## src/rtl/pipeline_stall_ctrl.sv

```systemverilog
// pipeline_stall_ctrl: central stall/flush sequencer for the 5-stage pipeline.
// Chooses the PC, IF/ID and ID/EX write enables and the bubble/flush controls
// each cycle. The causes, highest priority first, are a taken branch in MEM,
// the multi-cycle multiplier occupying EX, and a load-use interlock between
// ID and EX.
// Optional stall-cycle counter is enabled with the macro PIPE_STALL_COUNT_EN.
module pipeline_stall_ctrl #(
  parameter int MUL_LATENCY = 4,
  parameter int CNT_W       = 4
) (
  input  logic        clk,
  input  logic        reset_n,
  input  logic [0:4]  rs1_id,
  input  logic [0:4]  rs2_id,
  input  logic        uses_rs1_id,
  input  logic        uses_rs2_id,
  input  logic [0:4]  rd_ex,
  input  logic        regWrite_ex,
  input  logic        load_ex,
  input  logic        mul_start_ex,
  input  logic        branch_taken_mem,
  output logic        pc_we,
  output logic        ifid_we,
  output logic        idex_we,
  output logic        ifid_flush,
  output logic        idex_bubble,
  output logic        exmem_bubble,
  output logic        mul_busy,
  output logic [31:0] stall_count
);

  typedef enum logic [1:0] {
    RUN   = 2'b00,
    MBUSY = 2'b01
  } state_t;

  // A one-cycle multiply never stalls, so the counter preload only matters above 1
  localparam bit             MUL_STALLS = (MUL_LATENCY > 1);
  localparam logic [CNT_W-1:0] CNT_LOAD = CNT_W'((MUL_LATENCY > 1) ? (MUL_LATENCY - 2) : 0);

  state_t           state, state_next;
  logic [CNT_W-1:0] cnt, cnt_next;
  logic             load_use;

  assign load_use = load_ex & regWrite_ex & (rd_ex != 5'd0) &
                    ((uses_rs1_id & (rs1_id == rd_ex)) |
                     (uses_rs2_id & (rs2_id == rd_ex)));

  // State and multiply down-counter registers with synchronous reset
  always_ff @(posedge clk) begin
    if (!reset_n) begin
      state <= RUN;
      cnt   <= '0;
    end else begin
      state <= state_next;
      cnt   <= cnt_next;
    end
  end

  // Next-state and Mealy output decode, branch flush taking precedence everywhere
  always_comb begin
    state_next   = RUN;
    cnt_next     = cnt;
    pc_we        = 1'b1;
    ifid_we      = 1'b1;
    idex_we      = 1'b1;
    ifid_flush   = 1'b0;
    idex_bubble  = 1'b0;
    exmem_bubble = 1'b0;
    mul_busy     = 1'b0;

    if (!reset_n) begin
      state_next = RUN;
      cnt_next   = '0;
    end else begin
      case (state)
        RUN: begin
          state_next = RUN;
          if (branch_taken_mem) begin
            ifid_flush   = 1'b1;
            idex_bubble  = 1'b1;
            exmem_bubble = 1'b1;
          end else if (mul_start_ex && MUL_STALLS) begin
            pc_we        = 1'b0;
            ifid_we      = 1'b0;
            idex_we      = 1'b0;
            exmem_bubble = 1'b1;
            cnt_next     = CNT_LOAD;
            state_next   = MBUSY;
          end else if (load_use) begin
            pc_we       = 1'b0;
            ifid_we     = 1'b0;
            idex_bubble = 1'b1;
          end
        end

        MBUSY: begin
          mul_busy = 1'b1;
          if (branch_taken_mem) begin
            ifid_flush   = 1'b1;
            idex_bubble  = 1'b1;
            exmem_bubble = 1'b1;
            cnt_next     = '0;
            state_next   = RUN;
          end else if (cnt != '0) begin
            pc_we        = 1'b0;
            ifid_we      = 1'b0;
            idex_we      = 1'b0;
            exmem_bubble = 1'b1;
            cnt_next     = cnt - 1'b1;
            state_next   = MBUSY;
          end else begin
            state_next = RUN;
          end
        end

        default: begin
          state_next = RUN;
          cnt_next   = '0;
        end
      endcase
    end
  end

`ifdef PIPE_STALL_COUNT_EN
  // Saturating count of cycles in which the PC was held
  always_ff @(posedge clk) begin
    if (!reset_n) begin
      stall_count <= '0;
    end else if (!pc_we && (stall_count != 32'hFFFF_FFFF)) begin
      stall_count <= stall_count + 32'd1;
    end
  end
`else
  assign stall_count = 32'd0;
`endif

endmodule
```

## config.mk

```make
export PLATFORM = sky130hd
export DESIGN_NAME = pipeline_stall_ctrl
export DESIGN_NICKNAME = d
export VERILOG_FILES = /design/src/rtl/pipeline_stall_ctrl.sv
export SDC_FILE = /design/constraint.sdc
export NUM_CORES = 1
export LEC_CHECK = 0
export BUFFER_PORTS_ARGS = -buffer_cell sky130_fd_sc_hd__buf_2
export CAP_MARGIN = 20
export CORE_MARGIN = 5
export CORE_UTILIZATION = 34
export CTS_CLUSTER_DIAMETER = 120
export DETAILED_ROUTE_END_ITERATION = 8
export GPL_TIMING_DRIVEN = 0
export PLACE_DENSITY_LB_ADDON = 0.3
export REMOVE_ABC_BUFFERS = 1
export SYNTH_ARGS = -nofsm -noshare
export SYNTH_HDL_FRONTEND = slang
export SYNTH_SLANG_ARGS = --single-unit
```

## constraint.sdc

```tcl
create_clock -name clk -period 1.7 [get_ports clk]
set_input_delay 0.255 -clock clk [delete_from_list [all_inputs] [get_ports clk]]
set_output_delay 0.255 -clock clk [all_outputs]
set_load 0.05 [all_outputs]
```

==> flow_summary.toml, run 1 <==
[status]
outcome = "finished, violations left"
violations = "setup timing"

[die]
rows = 17
io_pins = 62
core_area_sq_um = 2148
die_h_microns = 56.87
start_util_pct = 34.77
dieWidth_microns = 56.87
dieArea_sq_um = 3234

[synthesis]
netlist_instances = 95
synth_xor_area_share_pct = 14.07
synth_top_family_by_area = "buffers and inverters"
yosysUniqueCellTypes = 28
synth_mux_area_share_pct = 0
synthAdderAreaFrac_pct = 3.350
ys_seq_elements = 5
synthTopCellsByArea = "buf_4 (33%), dfxtp_1 (13%), xnor2_1 (13%)"
synth-compound-area-share_pct = 11.73
synth-seq-area-share_pct = 13.40
netlist.top_cell.by_area = "buf_4"
syn_avg_cell_area_sq_um = 7.863
yosys.area_share.simple_pct = 21.27
synth_top_area_share_pct = 33.17
syn_area_sq_um = 747.0
synth.yosys.warnings = 0

[clocking]
cts_hold_buf = 0
clock_latency_ns = 0.24
clk_pin_slew_ns = 0.04
htreeDepth = 1
numCtsBuffers = 3
cts-root-buf = "clkbuf_4"
cts_buffer_depth = 2
cts.sinks = 5
cts_tree = "done"

[setup_path]
arrival_ns = 1.62
ff2ff_path_depth = 7
r2r_slack_ns = 0.08
crit_required_ns = 1.44
worstPathMaxFanout = 3
end_kind = "output pin"
r2r-start = "cnt[0]"
crit_type = "flop to output pin"
start_kind = "flop"
worstReg2RegEnd = "cnt[2]"
crit_start = "cnt[1]"
worstSetupEndpoint = "ifid_we"

[cells_and_area]
antenna_cells = 0
fin_nets = 159
final_cells = 161
syn_to_final_growth_pct = 26.30
drive_above_1_share_pct = 39.85
fin_util_pct = 43.91
fill_cells = 244

[timing]
hold_violations = 0
fin_crit_sh_pct = 110.4
setup_viol = 4
clock.fmax_mhz = 532.6
finalMaxSlewViolations = 0
fin_skew_ns = 0.004688
postLayoutSetupSlackWorst_ns = -0.1776
grt_setup_unrepaired = "true"
fin_crit_ns = 1.878

[power_and_ir_drop]
power_switching_w = 0.0003017
p_seq_share_pct = 21.3
ir_drop_v = 0.0004590
p_int_w = 0.0003016
clockPowerShare_pct = 22.0
p_leak_nw = 0.4613
comb_power_share_pct = 56.7
power_density_nw_per_um2 = 639.5
p_sw_share_pct = 50.01

[detailed_routing]
num_vias = 664
routed_wl_mm = 1.617
drt-initial-drc-count = 20
route.detailed.drc = 0
avgRoutedWirePerCell_microns = 10.04
vias_per_cell = 4.124
dr.pass1.iters = 4
drtAntennaViolNets = 0

[global_route]
antenna_found_initial = 0
grt_overflow = 0
grt_max_degree = 10
gr-usage-all-layers_pct = 9.911
grt_pass1_vias = 633
grt_pass1_wl_mm = 2.490

[placement]
hpwl_mm = 1.347
place_congestion = 0.7591
placedCellCount = 150
io_buffers = 29

[job]
drv_cap = 0

[min_path]
hold_path.class = "input port to flop"
layer usage:
metal / wire [microns] / GRT usage (%) / vias up
met5: 0 / 0 / -
met4: 0 / 2.649 / 0
met3: 237 / 5.747 / 0
met2: 799 / 17.16 / 45
met1: 580 / 10.14 / 288
li1: - / - / 331
stage by stage:
step | area, sq um | hold WS, ns | setup WS, ns | power (W) | TNS (ns)
floorplan | 615.6 | 0.3829 | -1.262 | 0.0003814 | -2.557
global placement | 795.8 | 0.5561 | -0.3187 | 0.0004352 | -0.7922
detailed placement | 795.8 | 0.5483 | -0.3293 | 0.0004373 | -0.8472
CTS | 950.9 | 0.3235 | -0.2094 | 0.0006133 | -0.7882
global route | 943.4 | 0.3277 | -0.2788 | 0.0006461 | -0.9731
finish | 943.4 | 0.3312 | -0.1776 | 0.0006033 | -0.5719
Yosys cell counts:
cell,instances
inv_1,5
nor3_2,1
xnor2_1,11
o221a_2,1
and4b_1,1
a22oi_1,1
o31a_1,1
dfxtp_1,5
a31oi_1,1
o22ai_1,1
a21oi_1,3
conb_1,1
o21ai_0,1
a31o_2,1
nor2_1,6
buf_4,33
nor3_1,2
nand2_1,3
nor2b_1,2
ha_1,2
and2_1,4
xor2_1,1
a32oi_1,1
nand3_1,1
nand4_1,2
o311a_1,1
nor4bb_4,1
nor3b_1,2
power by group through the flow:
| stage | logic, W | clock network, W | registers, W |
|---|---|---|---|
| CTS | 0.000344 | 0.000142 | 0.000128 |
| floorplan | 0.000253 | 0 | 0.000128 |
| finish | 0.000342 | 0.000133 | 0.000128 |
| global placement | 0.000305 | 0 | 0.000130 |
| global route | 0.000363 | 0.000154 | 0.000129 |
| detailed placement | 0.000308 | 0 | 0.000130 |
state kept, by name (all words and copies together), names as in the netlist:
name and count:
cnt 4, state 1
final cells by class:
type / instances / area, sq um / share of cell area [%]
inverter: 5 / 18.77 / 1.989
multi-input combinational: 83 / 533.0 / 56.50
timing repair buffer: 36 / 226.5 / 24.01
clock buffer: 4 / 26.28 / 2.785
sequential: 5 / 103.9 / 11.01
tap: 28 / 35.03 / 3.714
how the worst min path moves through the flow:
stage | depth (start not counted) | endpoint | startpoint | slack, ns
5_1_grt | 2 | cnt[2] | reset_n | 0.33
6_report | 2 | cnt[2] | reset_n | 0.33
4_1_cts | 2 | cnt[2] | reset_n | 0.32
3_3_place_gp | 1 | cnt[1] | cnt[1] | 0.56
2_1_floorplan | 1 | cnt[2] | reset_n | 0.38
3_5_place_dp | 1 | cnt[1] | cnt[1] | 0.55
what timing repair did:
action | in CTS | in global routing
endpoints found under the setup margin | 4 | 5
buffers inserted | 8 | 2
pin swaps | 4 | 4
gates resized for setup | 21 | 0
critical path, stage by stage, from the launching register on:
cell and delay (ns):
dfxtp_2 0.32, inv_2 0.08, ha_4 0.14, nor4bb_4 0.23, nor3_2 0.07, and2_4 0.18
a31oi_4 0.18, buf_6 0.19
logic make-up after synthesis:
| kind of cell | count (synthesis) |
|---|---|
| DFF | 5 |
| xor gates and xnor gates | 12 |
| buffers and inverters | 38 |
| adders and majority gates | 2 |
| AOI/OAI and AO/OA | 12 |
| and+or+nand+nor | 25 |
| other | 1 |
layout by cell type, fill, tap and decap left out, types with 3 or more instances in the layout:
| cell | instances |
|---|---|
| a21oi_1 | 3 |
| and2_1 | 3 |
| buf_2 | 25 |
| buf_4 | 7 |
| buf_6 | 3 |
| clkbuf_4 | 3 |
| conb_1 | 32 |
| dfxtp_2 | 3 |
| inv_2 | 3 |
| nand2_1 | 3 |
| nor2_1 | 6 |
| xnor2_1 | 11 |
Note: power is estimated with default switching activity, not from simulation.
==> run 2, diff against run 1 <==
CELL_PAD_IN_SITES_DETAIL_PLACEMENT = 0   (was not set)
CELL_PAD_IN_SITES_GLOBAL_PLACEMENT = 1   (was not set)
CORE_UTILIZATION = 22   (was 34)
==> flow_summary.toml, run 2 (synthesized netlist as in run 1, its figures left out) <==
[setup_path]
slowest_stage = "dfxtp_2"
crit_type = "flop to output pin"
worstReg2RegEnd = "cnt[2]"
worstPathMaxFanout = 2
arrival_ns = 1.62
crit_chain = "inv_2 -> ha_4 -> nor4bb_4 -> nor3_2 -> and2_4 -> a31oi_4 -> buf_6"
crit_buf_inv = 2
crit_family = "simple AND/OR/NAND/NOR gates"
r2r-start = "cnt[0]"
r2r_slack_ns = 0.12
slowest_delay_ns = 0.32
end_kind = "output pin"
crit_required_ns = 1.44
cp.depth = 7
start_kind = "flop"
ff2ff_path_depth = 6

[timing]
grt_setup_unrepaired = "true"
fin_crit_sh_pct = 110.2
setup_viol = 4
fin_skew_ns = 0.001503
worst_hold_slack_ns = 0.3366
finalMaxSlewViolations = 0
postLayoutSetupSlackWorst_ns = -0.1739
fin_crit_ns = 1.874
hold_violations = 0
clock.fmax_mhz = 533.6

[die]
dieWidth_microns = 68.27
io_pins = 62
die_h_microns = 68.27
core_area_sq_um = 3311
start_util_pct = 22.56
dieArea_sq_um = 4661
rows = 21

[detailed_routing]
num_vias = 664
dr.pass1.iters = 4
avgRoutedWirePerCell_microns = 9.777
route.detailed.drc = 0
drt-initial-drc-count = 31
drtAntennaViolNets = 0
routed_wl_mm = 1.750
vias_per_cell = 3.709

[power_and_ir_drop]
total_power_w = 0.0006059
comb_power_share_pct = 56.9
p_sw_share_pct = 49.96
p_int_w = 0.0003032
power_switching_w = 0.0003027
p_leak_nw = 0.4604
ir_drop_v = 0.0002928
power_density_nw_per_um2 = 625.6
p_seq_share_pct = 21.2
clockPowerShare_pct = 21.9

[clocking]
htreeDepth = 1
clock_latency_ns = 0.24
cts-root-buf = "clkbuf_4"
cts_buffer_depth = 2
cts.sinks = 5
numCtsBuffers = 3
clk_pin_slew_ns = 0.04
cts_tree = "done"

[cells_and_area]
seq_area_sq_um = 103.9
drive_above_1_share_pct = 39.85
top_regs = "cnt x4, state x1"
layout_common_cells = "conb_1 (32), buf_2 (24), xnor2_1 (11)"
fin_nets = 159
fill_cells = 377
antenna_cells = 0
largest_reg_flops = 4
layout_commonest_cell = "conb_1"
syn_to_final_growth_pct = 29.65
top_register = "cnt"
multi_input_area_sq_um = 533.0
stdcell_area_sq_um = 968.4

[placement]
hpwl_mm = 1.469
io_buffers = 29
place_congestion = 0.7970
pre_cts_ws_ns = -0.3512
dpl_cell_area_sq_um = 818.3

[min_path]
min-delay-start = "reset_n"
min_delay_path_depth = 2
hold_path_end = "cnt[1]"
hold_path.class = "input port to flop"

[status]
outcome = "finished, violations left"
violations = "setup timing"

[global_route]
grt_max_degree = 10
grt_pass1_wl_mm = 2.718
grt_pass1_vias = 643
grt_overflow = 0
antenna_found_initial = 0
gr-usage-all-layers_pct = 7.924

[job]
drv_cap = 0
run 2: cell count changes in the layout (fill, tap and decap cells not counted), sizes merged:
cell,change
buf,-1
clkbuf,+1
run 2: cell type report:
cell class	instances	area share, %
sequential	5	10.72
clock buffer	4	2.713
inverter	5	1.938
timing repair buffer	36	23.64
tap	46	5.943
multi-input combinational	83	55.04
run 2: worst max path at each step:
stage	from	end	slack (ns)
floorplan	cnt[0]	ifid_we	-1.26
global placement	cnt[0]	ifid_we	-0.36
detailed placement	cnt[0]	pc_we	-0.35
CTS	cnt[1]	pc_we	-0.20
global route	cnt[0]	pc_we	-0.28
finish	cnt[0]	pc_we	-0.17
run 2: metal layers:
layer	share of wire (%)	vias up	wire length (microns)	track usage (%)
met5	0	-	0	0
met4	0	0	0	2.978
met3	14	0	250	4.269
met2	47	42	828	12.64
met1	38	290	672	8.835
li1	-	332	-	-
run 2: metrics by stage:
step / util [%] / cells / TNS [ns]
4_1_cts: 28.61 / 177 / -0.5999
6_report: 29.25 / 179 / -0.5496
3_5_place_dp: 24.72 / 168 / -0.8936
3_3_place_gp: 24.72 / 168 / -0.9209
5_1_grt: 29.25 / 179 / -0.9974
2_1_floorplan: - / 93 / -2.557
run 2: timing repair:
item                                    CTS  global route
hold buffers                              0             0
pin swaps                                 4             2
endpoints found under the setup margin    4             4
buffers inserted                          5             2
gates resized for setup                  19             3
run 2: power by group through the flow:
stage,Combinational [W],Clock [W],Sequential (W)
6_report,0.000345,0.000133,0.000128
5_1_grt,0.000368,0.000162,0.000129
3_3_place_gp,0.000308,0,0.000130
4_1_cts,0.000337,0.000140,0.000128
3_5_place_dp,0.000309,0,0.000130
2_1_floorplan,0.000253,0,0.000128
run 2: worst reg2reg max path: stages, from the launching register on:
cell      delay, ns
dfxtp_2        0.33
inv_2          0.05
ha_4           0.15
nor4bb_4       0.15
buf_4          0.15
o311a_1        0.32
o31a_1         0.30
==> run 3, diff against run 2 <==
clock period = 1.6 ns   (was 1.7 ns; I/O delays follow)
==> flow_summary.toml, run 3 (synthesized netlist as in run 1, its figures left out) <==
[clocking]
cts-root-buf = "clkbuf_4"
cts_tree = "done"
cts_hold_buf = 0
cts.sinks = 5
cts_buffer_depth = 2
clock_latency_ns = 0.24
htreeDepth = 1
numCtsBuffers = 3
clk_pin_slew_ns = 0.04

[power_and_ir_drop]
total_power_w = 0.0006437
clockPowerShare_pct = 21.9
p_int_w = 0.0003223
ir_drop_v = 0.0003111
p_seq_share_pct = 21.2
comb_power_share_pct = 56.9
p_sw_share_pct = 49.94
p_leak_nw = 0.4610
power_switching_w = 0.0003215
power_density_nw_per_um2 = 664.7

[cells_and_area]
layout_commonest_cell = "conb_1"
layout_common_cells = "conb_1 (32), buf_2 (24), xnor2_1 (11)"
fill_cells = 377
syn_to_final_growth_pct = 29.65
antenna_cells = 0
largest_reg_flops = 4
top_register = "cnt"
drive_above_1_share_pct = 39.85
fin_nets = 159
top_regs = "cnt x4, state x1"

[global_route]
grt_max_degree = 10
grt_pass1_wl_mm = 2.718
grt_pass1_vias = 643
antenna_found_initial = 0
gr-usage-all-layers_pct = 7.924
grt_overflow = 0

[setup_path]
arrival_ns = 1.61
r2r-start = "cnt[0]"
slowest_delay_ns = 0.32
r2r_slack_ns = 0.06
crit_required_ns = 1.36
start_kind = "flop"
crit_start = "cnt[0]"
crit_chain = "inv_2 -> ha_4 -> nor4bb_4 -> nor3_2 -> and2_4 -> a31oi_4 -> buf_6"
slowest_stage = "dfxtp_2"
ff2ff_path_depth = 6
worstSetupEndpoint = "pc_we"
end_kind = "output pin"
crit_type = "flop to output pin"
worstPathMaxFanout = 2
worstReg2RegEnd = "cnt[2]"

[detailed_routing]
dr.pass1.iters = 4
avgRoutedWirePerCell_microns = 9.771
route.detailed.drc = 0
drt-initial-drc-count = 26
vias_per_cell = 3.709
routed_wl_mm = 1.749
num_vias = 664
drtAntennaViolNets = 0

[die]
dieWidth_microns = 68.27
start_util_pct = 22.56
core_area_sq_um = 3311
die_h_microns = 68.27
io_pins = 62
rows = 21
dieArea_sq_um = 4661

[timing]
clock.fmax_mhz = 540.5
finalMaxSlewViolations = 0
fin_crit_sh_pct = 115.6
fin_crit_ns = 1.850
postLayoutSetupSlackWorst_ns = -0.2500
fin_skew_ns = 0.001503
setup_viol = 4
grt_setup_unrepaired = "true"
hold_violations = 0

[placement]
pre_cts_ws_ns = -0.4362
io_buffers = 29
hpwl_mm = 1.469
place_congestion = 0.7970

[job]
drv_cap = 0

[min_path]
hold_path.class = "input port to flop"
min-delay-start = "reset_n"

[status]
outcome = "finished, violations left"
violations = "setup timing"
[run 3: cell count changes in the layout (fill, tap and decap cells not counted), sizes merged]
cell | previous run | this run
clkbuf | 5 | 4
buf | 35 | 36
[run 3: worst min path at each step]
stage	to	cells past startpoint
3_5_place_dp	cnt[1]	1
3_3_place_gp	cnt[1]	1
5_1_grt	cnt[1]	2
6_report	cnt[1]	2
4_1_cts	cnt[1]	2
2_1_floorplan	cnt[2]	1
[run 3: cell type report]
| cell class | instances | area (sq um) | area share (%) |
|---|---|---|---|
| Sequential cell | 5 | 103.9 | 10.72 |
| Timing Repair Buffer | 36 | 229.0 | 23.64 |
| Inverter | 5 | 18.77 | 1.938 |
| Clock buffer | 4 | 26.28 | 2.713 |
| Tap cell | 46 | 57.56 | 5.943 |
| Multi-Input combinational cell | 83 | 533.0 | 55.04 |
[run 3: metal layers]
metal  routed length [microns]  share of wire [%]  vias up  GRT usage (%)
met5                         0                  0        -              0
met4                         0                  0        0          2.978
met3                       249                 14        0          4.269
met2                       827                 47       42          12.64
met1                       672                 38      290          8.835
li1                          -                  -      332              -
[run 3: critical path, delay by kind of cell, from the launching register on]
| kind | cells | cell delay (ns) |
|---|---|---|
| AOI/OAI and AO/OA | 1 | 0.18 |
| adders and majority gates | 1 | 0.13 |
| DFF | 1 | 0.32 |
| buffers and inverters | 2 | 0.26 |
| and+or+nand+nor | 3 | 0.48 |
[run 3: power groups by stage]
| stage | sequential [W] | clock, W | combinational (W) |
|---|---|---|---|
| 2_1_floorplan | 0.000136 | 0 | 0.000269 |
| 5_1_grt | 0.000137 | 0.000172 | 0.000391 |
| 3_3_place_gp | 0.000138 | 0 | 0.000327 |
| 3_5_place_dp | 0.000138 | 0 | 0.000328 |
| 4_1_cts | 0.000136 | 0.000149 | 0.000358 |
| 6_report | 0.000136 | 0.000141 | 0.000366 |
[run 3: metrics by stage]
stage | hold slack (ns) | TNS [ns] | utilization, % | cell area, sq um | instances
5_1_grt | 0.3255 | -1.341 | 29.25 | 968.4 | 179
4_1_cts | 0.3235 | -0.9399 | 28.61 | 947.2 | 177
3_5_place_dp | 0.5609 | -1.296 | 24.72 | 818.3 | 168
3_3_place_gp | 0.5576 | -1.324 | 24.72 | 818.3 | 168
2_1_floorplan | 0.3679 | -2.814 | - | 615.6 | 93
6_report | 0.3216 | -0.8698 | 29.25 | 968.4 | 179
[run 3: timing repair]
| item | CTS | global route |
|---|---|---|
| pin swaps | 4 | 4 |
| gates resized for setup | 19 | 4 |
| buffers inserted | 5 | 2 |
| setup endpoints to repair | 5 | 6 |
